<file path="src/rtl/gpu_pkg.sv">
// Shared geometry, widths and types for the back-buffer drawing engine.
// Pulled in by the rasteriser FSM and its Bresenham stepper.
package gpu_pkg;

    localparam int FB_W    = 320;
    localparam int FB_H    = 240;
    localparam int COORD_W = 10;
    localparam int PIX_W   = 4;
    localparam int ERR_W   = 12;

    localparam logic [COORD_W-1:0] X_MAX = COORD_W'(FB_W - 1);
    localparam logic [COORD_W-1:0] Y_MAX = COORD_W'(FB_H - 1);

    typedef enum logic [2:0] {
        CLEAR,
        WAIT_CMD,
        SETUP,
        DRAW,
        DONE
    } raster_state_t;

    typedef struct packed {
        logic [COORD_W-1:0] x0;
        logic [COORD_W-1:0] y0;
        logic [COORD_W-1:0] x1;
        logic [COORD_W-1:0] y1;
        logic [PIX_W-1:0]   color;
        logic               last;
    } line_cmd_t;

    function automatic logic in_frame(input logic [COORD_W-1:0] x, input logic [COORD_W-1:0] y);
        return (x < COORD_W'(FB_W)) && (y < COORD_W'(FB_H));
    endfunction

endpackage

</file>
<file path="src/rtl/line_stepper.sv">
// Bresenham datapath: i_load captures endpoints and derives dx/dy/err/sx/sy,
// each i_step advances one pixel; o_at_end flags the current point is the end point.
module line_stepper
    import gpu_pkg::*;
(
    input  logic               i_clk,
    input  logic               i_rst_n,
    input  logic               i_load,
    input  logic               i_step,
    input  logic [COORD_W-1:0] i_x0,
    input  logic [COORD_W-1:0] i_y0,
    input  logic [COORD_W-1:0] i_x1,
    input  logic [COORD_W-1:0] i_y1,
    output logic [COORD_W-1:0] o_x,
    output logic [COORD_W-1:0] o_y,
    output logic               o_at_end
);

    logic [COORD_W-1:0]      r_x, r_y;
    logic signed [ERR_W-1:0] r_err, r_dx, r_dy;
    logic                    r_sx_neg, r_sy_neg;

    logic [COORD_W-1:0]      w_adx, w_ady;
    logic signed [ERR_W-1:0] w_dx, w_dy, w_ex, w_ey;
    logic signed [ERR_W:0]   w_e2;
    logic                    w_mv_x, w_mv_y;

    assign w_adx = (i_x0 > i_x1) ? (i_x0 - i_x1) : (i_x1 - i_x0);
    assign w_ady = (i_y0 > i_y1) ? (i_y0 - i_y1) : (i_y1 - i_y0);
    assign w_dx  = $signed({{(ERR_W-COORD_W){1'b0}}, w_adx});
    assign w_dy  = -$signed({{(ERR_W-COORD_W){1'b0}}, w_ady});

    // Both axis decisions compare against the same pre-update error.
    assign w_e2   = {r_err, 1'b0};
    assign w_mv_x = (w_e2 >= r_dy);
    assign w_mv_y = (w_e2 <= r_dx);
    assign w_ex   = w_mv_x ? r_dy : '0;
    assign w_ey   = w_mv_y ? r_dx : '0;

    always_ff @(posedge i_clk or negedge i_rst_n) begin
        if (!i_rst_n) begin
            r_x      <= '0;
            r_y      <= '0;
            r_err    <= '0;
            r_dx     <= '0;
            r_dy     <= '0;
            r_sx_neg <= 1'b0;
            r_sy_neg <= 1'b0;
        end else if (i_load) begin
            r_x      <= i_x0;
            r_y      <= i_y0;
            r_dx     <= w_dx;
            r_dy     <= w_dy;
            r_err    <= w_dx + w_dy;
            r_sx_neg <= !(i_x0 < i_x1);
            r_sy_neg <= !(i_y0 < i_y1);
        end else if (i_step) begin
            r_err <= r_err + w_ex + w_ey;
            if (w_mv_x) r_x <= r_sx_neg ? (r_x - 10'd1) : (r_x + 10'd1);
            if (w_mv_y) r_y <= r_sy_neg ? (r_y - 10'd1) : (r_y + 10'd1);
        end
    end

    assign o_x      = r_x;
    assign o_y      = r_y;
    assign o_at_end = (r_x == i_x1) && (r_y == i_y1);

endmodule

</file>
<file path="src/rtl/line_rasterizer.sv">
// Per frame: optional raster clear to BG_COLOR, then Bresenham lines from a valid/ready
// command stream, one pixel per clock; raises gpu_done after the last line until gpu_start.
module line_rasterizer
    import gpu_pkg::*;
#(
    parameter logic [PIX_W-1:0] BG_COLOR = 4'h0,
    parameter bit               CLEAR_EN = 1'b1
) (
    input  logic               gpu_clk_150,
    input  logic               reset_n,
    input  logic               cmd_valid,
    output logic               cmd_ready,
    input  logic [COORD_W-1:0] cmd_x0,
    input  logic [COORD_W-1:0] cmd_y0,
    input  logic [COORD_W-1:0] cmd_x1,
    input  logic [COORD_W-1:0] cmd_y1,
    input  logic [PIX_W-1:0]   cmd_color,
    input  logic               cmd_last,
    input  logic               gpu_start,
    output logic [COORD_W-1:0] gpu_x,
    output logic [COORD_W-1:0] gpu_y,
    output logic [PIX_W-1:0]   gpu_data,
    output logic               gpu_we,
    output logic               gpu_done
);

    localparam raster_state_t FRAME_START = CLEAR_EN ? CLEAR : WAIT_CMD;

    raster_state_t      r_state, w_next;
    line_cmd_t          r_cmd;
    logic [COORD_W-1:0] r_cx, r_cy;
    logic [COORD_W-1:0] w_px, w_py;
    logic               w_at_end, w_hs, w_clear_end, w_load, w_step;

    assign w_hs        = cmd_valid && cmd_ready && (r_state == WAIT_CMD);
    assign w_clear_end = (r_cx == X_MAX) && (r_cy == Y_MAX);
    assign w_load      = (r_state == SETUP);
    assign w_step      = (r_state == DRAW) && !w_at_end;

    always_comb begin
        w_next = r_state;
        case (r_state)
            CLEAR:    if (w_clear_end) w_next = WAIT_CMD;
            WAIT_CMD: if (w_hs) w_next = SETUP;
            SETUP:    w_next = DRAW;
            DRAW:     if (w_at_end) w_next = r_cmd.last ? DONE : WAIT_CMD;
            DONE:     if (gpu_start) w_next = FRAME_START;
            default:  w_next = FRAME_START;
        endcase
    end

    always_ff @(posedge gpu_clk_150 or negedge reset_n) begin
        if (!reset_n) begin
            r_state <= FRAME_START;
            r_cmd   <= '0;
            r_cx    <= '0;
            r_cy    <= '0;
        end else begin
            r_state <= w_next;
            if (w_hs) begin
                r_cmd <= '{x0: cmd_x0, y0: cmd_y0, x1: cmd_x1, y1: cmd_y1,
                           color: cmd_color, last: cmd_last};
            end
            // Counters wrap to (0,0) at the end of the pass, ready for the next frame.
            if (r_state == CLEAR) begin
                if (r_cx == X_MAX) begin
                    r_cx <= '0;
                    r_cy <= (r_cy == Y_MAX) ? '0 : (r_cy + 10'd1);
                end else begin
                    r_cx <= r_cx + 10'd1;
                end
            end
        end
    end

    // Handshake/status outputs track the upcoming state so they stay registered yet current.
    always_ff @(posedge gpu_clk_150 or negedge reset_n) begin
        if (!reset_n) begin
            cmd_ready <= 1'b0;
            gpu_done  <= 1'b0;
            gpu_we    <= 1'b0;
            gpu_x     <= '0;
            gpu_y     <= '0;
            gpu_data  <= '0;
        end else begin
            cmd_ready <= (w_next == WAIT_CMD);
            gpu_done  <= (w_next == DONE);
            gpu_we    <= 1'b0;
            if (r_state == CLEAR) begin
                gpu_we   <= 1'b1;
                gpu_x    <= r_cx;
                gpu_y    <= r_cy;
                gpu_data <= BG_COLOR;
            end else if ((r_state == DRAW) && in_frame(w_px, w_py)) begin
                gpu_we   <= 1'b1;
                gpu_x    <= w_px;
                gpu_y    <= w_py;
                gpu_data <= r_cmd.color;
            end
        end
    end

    line_stepper u_stepper (
        .i_clk    (gpu_clk_150),
        .i_rst_n  (reset_n),
        .i_load   (w_load),
        .i_step   (w_step),
        .i_x0     (r_cmd.x0),
        .i_y0     (r_cmd.y0),
        .i_x1     (r_cmd.x1),
        .i_y1     (r_cmd.y1),
        .o_x      (w_px),
        .o_y      (w_py),
        .o_at_end (w_at_end)
    );

endmodule

</file>
<file path="config.mk">
export PLATFORM = sky130hd
export DESIGN_NAME = line_rasterizer
export DESIGN_NICKNAME = d
export VERILOG_FILES = /design/src/rtl/gpu_pkg.sv /design/src/rtl/line_stepper.sv /design/src/rtl/line_rasterizer.sv
export SDC_FILE = /design/constraint.sdc
export NUM_CORES = 1
export LEC_CHECK = 0
export BUFFER_PORTS_ARGS = -buffer_cell sky130_fd_sc_hd__buf_2
export CORE_MARGIN = 10
export CORE_UTILIZATION = 45
export CTS_BUF_LIST = sky130_fd_sc_hd__clkbuf_8
export DETAILED_ROUTE_END_ITERATION = 10
export GPL_ROUTABILITY_DRIVEN = 0
export PLACE_DENSITY = 0.71
export SLEW_MARGIN = 0
export SYNTH_ARGS = -nofsm -noshare
export SYNTH_HDL_FRONTEND = slang
export SYNTH_SLANG_ARGS = --single-unit
</file>
<file path="constraint.sdc">
create_clock -name gpu_clk_150 -period 9.3 [get_ports gpu_clk_150]
set_input_delay 0.93 -clock gpu_clk_150 [delete_from_list [all_inputs] [get_ports gpu_clk_150]]
set_output_delay 0.93 -clock gpu_clk_150 [all_outputs]
set_load 0.005 [all_outputs]
</file>
==> results.txt <==
Slew @ Worst Pin: 875 ps
Largest net degree at the start of global routing: 86
F_max: 177 MHz
Drt first pass iters: 5
Sequential share of power: 0.552
Synthesized flop and latch total: 151
DR top layer: met4
Switching Fraction: 0.225
# diodes: 0
Reg2reg start: u_stepper.r_err[2]$_DFFE_PN0P_
Type of element launching the critical path: flip-flop
CTS tree: yes
Total Power: 1.19 mW
Max-cap viol count: 0
DR iter-0 viols: 601
M1 WL: 12.5 mm
Syn. warnings: 0
TNS Setup: 0 ps
First-pass GRT wire length: 45.5 mm
Worst setup EP type: flip-flop
Mapped Nets: 1381
Hold Path Class: reg2reg
Hold Crit Endpoint: gpu_y[9]$_DFFE_PN0P_
Core Area: 24200 um2
Sequential area share after synthesis: 0.342
Rel. slew slack: 0.417
Vias per cell: 5.55
Mapped Cells: 1215
CP required: 9640 ps
Tmin final: 5660 ps
Unique masters post-synth: 75
DP Area: 11700 um2
Final-report setup violation count: 0
Asr flop ratio synth: 1.00
Worst Setup SP: u_stepper.r_err[2]$_DFFE_PN0P_
Maximum net fanout on the critical path: 11
Drt total wl: 27.3 mm
Commonest non-fill, non-tap cell in the layout: dfrtp_1
Post-route ant nets: 0
Detail Placement HPWL: 21.1 mm
Rows: 57
Filler instances: 2279
Max Clock Skew: 13.1 ps
Die Ht: 177 um
Proportion of power drawn by combinational gates: 0.020
Starting density of the core: 0.455
Fraction of layout cells with a size suffix above 1: 0.140
Area grow syn2layout: 9.83%
Worst-path clk slew: 90 ps
Pint: 0.921 mW
WL met3: 1.21 mm
Worst Reg2Reg Path Length in Cells: 24
Total number of vias: 8953
Leak Pwr: 5.99 nW
Setup bufs post-CTS: 0
RSZ-0062 raised after global routing: false
Clock group share of total power: 0.428
Wirelength per Cell: 17.0 um
Hold-fix buffers at CTS: 0
Outcome: finished clean
Hold wc startpoint: gpu_y[9]$_DFFE_PN0P_
Flop-to-flop setup slack: 3640 ps
Worst hold stages: 2
Vias in the first global route: 8893
Routed length on met2: 13.1 mm
Fin nets: 1444
Net Sw Power: 0.267 mW
Post-route cell area: 12100 um2
Clock root cell: clkbuf_8
Period utilization: 0.609
Die W: 177 um
Gates resized, CTS repair: 0
Most frequent cells in the layout: 151 x dfrtp_1, 131 x inv_1, 125 x nand2_1
Port bufs: 75
Synth Flop Type: dfrtp_1
Die area: 31200 um2
Gr usage total: 0.177
Gr ovfl total: 0
Post-synth EDFFs: 0
Clock buffer count from CTS: 17
Antenna violations before repair: 0
Ports: 76
CTS sink count: 151
CP Class: reg2reg
Reg-to-Reg End: u_stepper.r_err[11]$_DFFE_PN0P_
H-tree Lvls: 4
Later-pin clock latency in the skew report: 460 ps
Max-slew violations: 0
Data arrival, critical path: 6010 ps
Final hold violations: 0
Max Root-Sink Buffers: 2
Syn avg cell area: 9.08 um2
Mapped cell area: 11000 um2
Max VDD drop: 0.0000875 V
Drt drc: 0
Power density over cell area: 98.1 nW/um2
## cell type report
class | count | area, um2 | share of cell area
Sequential cell | 151 | 3780 | 0.312
Multi-Input combinational cell | 898 | 6630 | 0.547
Clock buffer | 17 | 234 | 0.0193
Tap cell | 324 | 405 | 0.0335
Clock inverter | 13 | 145 | 0.0120
Inverter | 126 | 473 | 0.0390
Timing Repair Buffer | 84 | 449 | 0.0371
## layer usage
layer / up-vias / GRT usage
met5: - / 0
met4: 0 / 0.0546
met3: 40 / 0.0282
met2: 238 / 0.293
met1: 4368 / 0.232
li1: 4307 / -
## Yosys cell counts (11+ instances only)
| master | n | share of area |
|---|---|---|
| dfrtp_1 | 151 | 0.34 |
| a21o_1 | 20 | 0.014 |
| and3_1 | 11 | 0.0062 |
| nand4_1 | 12 | 0.0068 |
| xor2_1 | 33 | 0.026 |
| xnor2_1 | 48 | 0.038 |
| nor2_1 | 68 | 0.023 |
| inv_1 | 126 | 0.043 |
| a21oi_1 | 78 | 0.035 |
| nand2b_1 | 14 | 0.0079 |
| fa_1 | 18 | 0.033 |
| o21ai_0 | 98 | 0.044 |
| nor3_1 | 11 | 0.0050 |
| nand3_1 | 29 | 0.013 |
| mux2i_1 | 37 | 0.034 |
| nor2b_1 | 15 | 0.0085 |
| clkbuf_1 | 30 | 0.010 |
| ha_1 | 99 | 0.11 |
| nand2_1 | 125 | 0.043 |
| mux2_2 | 49 | 0.050 |
| o21bai_1 | 11 | 0.0075 |
## how the worst max path moves through the flow
stage / end / slack [ps] / depth (start not counted)
after floorplan: u_stepper.r_err[11]$_DFFE_PN0P_ / 4430 / 28
after global placement: u_stepper.r_err[11]$_DFFE_PN0P_ / 3910 / 28
after detailed placement: u_stepper.r_err[11]$_DFFE_PN0P_ / 3650 / 24
after CTS: u_stepper.r_err[11]$_DFFE_PN0P_ / 3610 / 24
after global routing: u_stepper.r_err[11]$_DFFE_PN0P_ / 3050 / 24
final: u_stepper.r_err[11]$_DFFE_PN0P_ / 3640 / 24
## sequential cells by signal (all words and copies together) (netlist names)
name / count
cmd_ready: 1
gpu_data: 4
gpu_done: 1
gpu_we: 1
gpu_x: 10
gpu_y: 10
r_cmd: 45
r_cx: 10
r_cy: 10
r_state: 3
u_stepper.o_x: 10
u_stepper.o_y: 10
u_stepper.r_dx: 10
u_stepper.r_dy: 12
u_stepper.r_err: 12
u_stepper.r_sx_neg: 1
u_stepper.r_sy_neg: 1
## cells by family (layout without fill, tap and decap cells)
logic type | Yosys count | after routing | synth area share
xor gates and xnor gates | 83 | 83 | 0.0678
muxes | 87 | 87 | 0.0846
buffers and inverters | 166 | 240 | 0.0582
AOI/OAI and AO/OA | 284 | 284 | 0.160
DFF | 151 | 151 | 0.342
and+or+nand+nor | 327 | 327 | 0.142
adders and majority gates | 117 | 117 | 0.145
## power by group through the flow
stage / logic, mW / clock network [mW] / registers, mW
3_3_place_gp: 0.0250 / 0 / 0.669
3_5_place_dp: 0.0251 / 0 / 0.669
2_1_floorplan: 0.000320 / 0 / 0.669
4_1_cts: 0.0251 / 0.518 / 0.656
5_1_grt: 0.0274 / 0.540 / 0.656
6_report: 0.0239 / 0.509 / 0.656
## per-stage QoR
stage	utilization	worst slack [ps]	std cells	hold WS [ps]
2_1_floorplan	-	4430	1215	455
3_3_place_gp	0.484	3910	1583	479
3_5_place_dp	0.484	3650	1583	487
4_1_cts	0.500	3610	1613	515
5_1_grt	0.500	3050	1613	535
6_report	0.500	3640	1613	506
## worst max-delay path, stage by stage (launching register included)
cell and delay [ps]:
dfrtp_1 420, ha_1 310, nor2b_1 140, nand4_1 150, nor3_1 270, a2111oi_0 120
o311a_1 380, nor2_1 660, nand2_1 150, fa_1 510, inv_1 40, ha_1 200
inv_1 70, fa_1 200, nor2b_1 50, o21ai_0 210, a21oi_1 130, o41ai_1 600
nand3_1 140, o311ai_0 170, xor2_1 240, nand2_1 100, xnor2_1 140, nand2_1 80
o31ai_2 60
No activity file was read; power rests on OpenSTA's default activity.
